File: config.mk
export PLATFORM = sky130hd
export DESIGN_NAME = if_id_stage
export DESIGN_NICKNAME = d
export VERILOG_FILES = /design/src/rtl/if_id_stage_pkg.sv /design/src/rtl/if_id_stage_ld_hazard_unit.sv /design/src/rtl/if_id_stage.sv
export SDC_FILE = /design/constraint.sdc
export NUM_CORES = 1
export LEC_CHECK = 0
export CELL_PAD_IN_SITES_DETAIL_PLACEMENT = 0
export CELL_PAD_IN_SITES_GLOBAL_PLACEMENT = 1
export CORE_MARGIN = 4
export CORE_UTILIZATION = 30
export CTS_CLUSTER_SIZE = 28
export DETAILED_ROUTE_END_ITERATION = 12
export GPL_TIMING_DRIVEN = 1
export MAX_ROUTING_LAYER = met4
export PLACE_DENSITY_LB_ADDON = 0.1
export SETUP_SLACK_MARGIN = 0.4
export SKIP_CTS_REPAIR_TIMING = 1
export SLEW_MARGIN = 10
export SYNTH_ARGS = -nofsm -noshare
export SYNTH_HDL_FRONTEND = slang
export SYNTH_SLANG_ARGS = --single-unit
export TNS_END_PERCENT = 100
File: constraint.sdc
create_clock -name CLK -period 7.44 [get_ports CLK]
set_clock_uncertainty 0.2 [all_clocks]
set_input_delay 1.488 -clock CLK [delete_from_list [all_inputs] [get_ports CLK]]
set_output_delay 1.488 -clock CLK [all_outputs]
set_load 0.03 [all_outputs]
File: src/rtl/if_id_stage_pkg.sv
// Shared OTTER pipeline definitions: datapath width, bubble instruction and
// base opcodes used by the decode-side hazard and forwarding logic.
package otter_pkg;

  localparam int XLEN = 32;
  localparam logic [31:0] NOP_INSTR = 32'h0000_0013;

  typedef enum logic [6:0] {
    OP     = 7'b0110011,
    OP_IMM = 7'b0010011,
    LOAD   = 7'b0000011,
    STORE  = 7'b0100011,
    BRANCH = 7'b1100011,
    JAL    = 7'b1101111,
    JALR   = 7'b1100111,
    LUI    = 7'b0110111,
    AUIPC  = 7'b0010111,
    SYSTEM = 7'b1110011
  } opcode_e;

endpackage

File: src/rtl/if_id_stage_ld_hazard_unit.sv
// Load-use hazard detect: decodes which source fields an instruction really
// reads and compares them against the destination of a load sitting in EX.
module ld_hazard_unit
  import otter_pkg::*;
(
  input  logic       valid,
  input  logic [6:0] opcode,
  input  logic [4:0] rs1,
  input  logic [4:0] rs2,
  input  logic       ex_mem_read,
  input  logic [4:0] ex_rd,
  output logic       ld_haz
);

  logic uses_rs1;
  logic uses_rs2;

  // Unknown opcodes are treated as rs1 readers so a hazard is never missed.
  always_comb begin
    uses_rs1 = 1'b1;
    uses_rs2 = 1'b0;
    case (opcode)
      LUI, AUIPC, JAL:     uses_rs1 = 1'b0;
      OP, STORE, BRANCH:   uses_rs2 = 1'b1;
      default: ;
    endcase
  end

  assign ld_haz = valid && ex_mem_read && (ex_rd != 5'd0) &&
                  (((ex_rd == rs1) && uses_rs1) || ((ex_rd == rs2) && uses_rs2));

endmodule

File: src/rtl/if_id_stage.sv
// IF/ID boundary register with stall hold buffer, two-bubble flush shadow and
// load-use detection. Define IFID_PERF_CNT_EN to add stall/flush counters.
module if_id_stage #(
  parameter int          XLEN      = otter_pkg::XLEN,
  parameter logic [31:0] NOP_INSTR = otter_pkg::NOP_INSTR
) (
  input  logic            CLK,
  input  logic            EXT_RESET_N,
  input  logic [XLEN-1:0] fetch_pc,
  input  logic [31:0]     mem_instr,
  input  logic            ex_mem_read,
  input  logic [4:0]      ex_rd,
  input  logic            flush,
  output logic [XLEN-1:0] de_pc,
  output logic [31:0]     de_instr,
  output logic            de_valid,
  output logic [4:0]      de_rs1,
  output logic [4:0]      de_rs2,
  output logic            ld_haz
`ifdef IFID_PERF_CNT_EN
  ,
  output logic [31:0]     stall_cnt,
  output logic [31:0]     flush_cnt
`endif
);

  logic [XLEN-1:0] pc_q;
  logic            valid_q;
  logic [31:0]     hold_q;
  logic            hold_v;
  logic            flush_shadow;

  // Memory read is disabled during a stall, so the word seen on the first
  // stall cycle is the only copy and must be replayed from the hold register.
  assign de_pc    = pc_q;
  assign de_valid = valid_q;
  assign de_instr = !valid_q ? NOP_INSTR : (hold_v ? hold_q : mem_instr);
  assign de_rs1   = valid_q ? de_instr[19:15] : 5'd0;
  assign de_rs2   = valid_q ? de_instr[24:20] : 5'd0;

  ld_hazard_unit u_ld_hazard (
    .valid       (valid_q),
    .opcode      (de_instr[6:0]),
    .rs1         (de_rs1),
    .rs2         (de_rs2),
    .ex_mem_read (ex_mem_read),
    .ex_rd       (ex_rd),
    .ld_haz      (ld_haz)
  );

  always_ff @(posedge CLK) begin
    if (!EXT_RESET_N) begin
      pc_q         <= '0;
      valid_q      <= 1'b0;
      hold_q       <= '0;
      hold_v       <= 1'b0;
      flush_shadow <= 1'b0;
    end else if (flush) begin
      pc_q         <= fetch_pc;
      valid_q      <= 1'b0;
      hold_v       <= 1'b0;
      flush_shadow <= 1'b1;
    end else if (ld_haz) begin
      if (!hold_v) begin
        hold_q <= mem_instr;
        hold_v <= 1'b1;
      end
    end else begin
      // The word arriving during the shadow cycle is wrong-path and dropped.
      pc_q         <= fetch_pc;
      valid_q      <= !flush_shadow;
      hold_v       <= 1'b0;
      flush_shadow <= 1'b0;
    end
  end

`ifdef IFID_PERF_CNT_EN
  always_ff @(posedge CLK) begin
    if (!EXT_RESET_N) begin
      stall_cnt <= '0;
      flush_cnt <= '0;
    end else begin
      if (ld_haz && (stall_cnt != 32'hFFFF_FFFF)) stall_cnt <= stall_cnt + 32'd1;
      if (flush && (flush_cnt != 32'hFFFF_FFFF)) flush_cnt <= flush_cnt + 32'd1;
    end
  end
`endif

endmodule

==> PnR_summary.wiki <==
{| class="wikitable"
! Metric !! Value
|-
| Share of the yosys chip area belonging to registers || 0.379
|-
| Static Leakage || 1.81 nW
|-
| Data required time of the critical path || 5.75 ns
|-
| Setup repair after global routing missed its margin || no
|-
| Max cap viols || 0
|-
| Fraction of the cycle the final worst path needs || 0.770
|-
| First-pass iteration count of the detailed router || 4
|-
| GRT Overall Usage || 0.147
|-
| Area fraction in compound gates after synthesis || 0.0212
|-
| Total number of vias || 3,138
|-
| Status || complete, no violations
|-
| Reg-to-reg endpoint || de_pc[15]
|-
| Element type at the critical path end || output pin
|-
| Count of warnings emitted by yosys || 0
|-
| Worst r2r src || hold_v
|-
| Violation count after the first detailed-routing iteration || 119
|-
| Number of nets still failing antenna checks after routing || 0
|-
| Number of failing hold endpoints at the final stage || 0
|-
| Total overflow reported by the global router || 0
|-
| Final max-slew violation count || 0
|-
| Mean instance size in the synthesized netlist || 8.62 µm²
|-
| CTS clk-pin slew, worst paths || 0.05 ns
|-
| Global placer's final weighted congestion || 0.785
|-
| Most common cell after layout, fill and taps aside || sky130_fd_sc_hd__clkdlybuf4s50_1
|-
| Routed length per placed instance || 14.1 µm
|-
| Layout cells sized above 1 || 0.0558
|-
| Nets || 608
|-
| Clock latency at the later pin of the worst-skew pair || 0.32 ns
|-
| Count of cells along the worst register-to-register path || 9
|-
| Count of unique library cells instantiated by Yosys || 35
|-
| Largest family of logic cells by synthesized area || multiplexers
|-
| Flops & latches, synth || 67
|-
| Placed cell count || 667
|-
| Root buf cell || sky130_fd_sc_hd__clkbuf_16
|-
| Number of top-level design ports || 149
|-
| Xor and xnor fraction of the mapped netlist area || 0.0247
|-
| Layout-stage area growth over the synthesis result || 47.7%
|-
| Critical path class || input port to output pin
|-
| Clock H-tree levels || 3
|-
| Core Util, Final || 0.456
|-
| Height of the die || 117 µm
|-
| Power per cell area || 174 mW/mm²
|-
| Final Routed Wirelength || 9580 µm
|-
| Number of standard cells in the final layout excluding fillers || 681
|-
| Post-synthesis adder-cell area fraction || 0
|-
| Number of global-route vias before repair || 3,138
|-
| Dpl hpwl || 6950 µm
|-
| Worst Max-Slew Pin Slew || 1.10 ns
|-
| Simple-gate portion of the synthesized area || 0.224
|-
| Maximum clock frequency || 0.175 GHz
|-
| Maximum number of pins on one net before global-route repair || 74
|-
| Initial antenna violation count || 0
|-
| CTS Buffer Depth || 2
|-
| Clock buffer count from CTS || 9
|-
| Worst-case headroom to the max-slew limit || 0.266
|-
| Detailed-route DRC error count || 0
|-
| Most used cells in the layout excluding fill and tap cells || sky130_fd_sc_hd__clkdlybuf4s50_1 (147), sky130_fd_sc_hd__nand2_1 (132), sky130_fd_sc_hd__mux2i_1 (96)
|-
| R2R setup slack || 3.38 ns
|-
| Core footprint || 0.0115 mm²
|-
| Portion of netlist area occupied by mux cells || 0.271
|-
| Setup violation total in the final timing report || 0
|-
| Power, Total || 0.908 mW
|-
| Number of placement rows || 39
|-
| Final Critical Period || 5.73 ns
|-
| Destination of the critical timing path || ld_haz
|-
| Critical Path Start Type || input port
|-
| Post-Synthesis Cell Area || 0.00354 mm²
|-
| Antenna cell count || 0
|-
| Overall die area || 0.0136 mm²
|-
| Wire length of the first global-routing pass || 15,300 µm
|-
| Path category of the worst min-delay check || flop to flop
|-
| Post-Synthesis Cells || 411
|-
| Via density || 4.61
|-
| VDD IR max || 0.0857 mV
|-
| Initial cell density of the core || 0.309
|-
| Critical path startpoint || mem_instr[6]
|-
| Post-Route Setup TNS || 0 ns
|-
| Port buffer count || 148
|-
| Die W || 117 µm
|-
| Syn nets || 484
|-
| Arrival @ worst endpoint || 4.04 ns
|-
| Clk sinks || 67
|-
| TritonCTS clock tree || yes
|-
| Maximum net fanout on the critical path || 5
|}
[state kept, by name, summed over array words and instances, names as in the netlist]
signal,count
flush_shadow,1
de_valid,1
hold_v,1
hold_q,32
de_pc,32
[worst max-delay path, cell delays in order]
cell and delay [ns]:
sky130_fd_sc_hd__clkdlybuf4s50_1 0.48, sky130_fd_sc_hd__a211oi_1 0.29, sky130_fd_sc_hd__a21oi_1 0.07, sky130_fd_sc_hd__nor4_1 0.28
sky130_fd_sc_hd__and3_1 0.22, sky130_fd_sc_hd__a22oi_2 0.12, sky130_fd_sc_hd__or2_2 0.35, sky130_fd_sc_hd__inv_1 0.06
sky130_fd_sc_hd__clkdlybuf4s50_1 0.68
[final cells by class]
type,instances,area [µm²]
clock buffers,11,233
multi-input cells,299,1920
fillers,1148,6240
flip-flops and latches,67,1340
inverters,5,18.8
well taps,143,179
clock inverters,3,17.5
repair buffers,153,1520
[layer usage]
| layer | GRT usage | vias to the layer above | wire [µm] |
|---|---|---|---|
| met4 | 0.0505 | 0 | 129 |
| met3 | 0.0404 | 11 | 790 |
| met2 | 0.229 | 100 | 4290 |
| met5 | - | - | 0 |
| met1 | 0.185 | 1442 | 4370 |
| li1 | - | 1585 | - |
[through the flow]
stage	setup slack, ns	area [µm²]	hold slack [ns]
global placement	1.76	4980	0.208
floorplan	2.74	3540	0.203
CTS	1.71	5230	0.230
global route	1.57	5230	0.266
finish	1.71	5230	0.222
detailed placement	1.72	4980	0.220
[cell usage after synthesis, drive strengths merged]
library cell	n	area (µm²)
and3b	3	26.3
and2	1	6.26
nor4	2	27.5
and4b	2	20.0
a22oi	1	12.5
nand2b	2	12.5
nor3	4	35.0
clkbuf	16	60.1
nor3b	2	15.0
o32ai	1	16.3
xnor2	8	70.1
o21ai	2	10.0
buf	24	204
nand2	132	495
mux2i	96	961
xor2	2	17.5
nor2	29	116
nand3	1	5.00
inv	5	18.8
a211oi	1	7.51
or2	1	6.26
nand3b	1	7.51
o211ai	1	7.51
and3	2	12.5
or4	1	7.51
a31oi	1	6.26
dfxtp	67	1340
a21oi	3	15.0
[how the worst min path moves through the flow]
stage                             from   endpoint  slack, ns  cells after the start
final                     flush_shadow   de_valid       0.22                      1
after global routing         hold_q[9]  hold_q[9]       0.27                      2
after CTS                 flush_shadow   de_valid       0.23                      1
after detailed placement  flush_shadow   de_valid       0.22                      1
after global placement    flush_shadow   de_valid       0.21                      1
after floorplan           flush_shadow   de_valid       0.20                      1
[kinds of logic (layout without fill, tap and decap cells)]
family / count (synthesis) / count (layout)
AND/OR/NAND/NOR: 183 / 183
multiplexers: 96 / 96
flip-flops: 67 / 67
buffers and inverters: 45 / 172
AO/OA/AOI/OAI: 10 / 10
XOR/XNOR: 10 / 10
[power breakdown]
| group | internal [mW] | total [mW] | leakage (nW) | switching [mW] |
|---|---|---|---|---|
| clock | 0.220 | 0.367 | 0.121 | 0.146 |
| combinational | 0.0805 | 0.166 | 1.14 | 0.0853 |
| sequential | 0.369 | 0.375 | 0.550 | 0.00569 |
| total | 0.670 | 0.908 | 1.81 | 0.237 |
(Power assumes the default switching activity.)
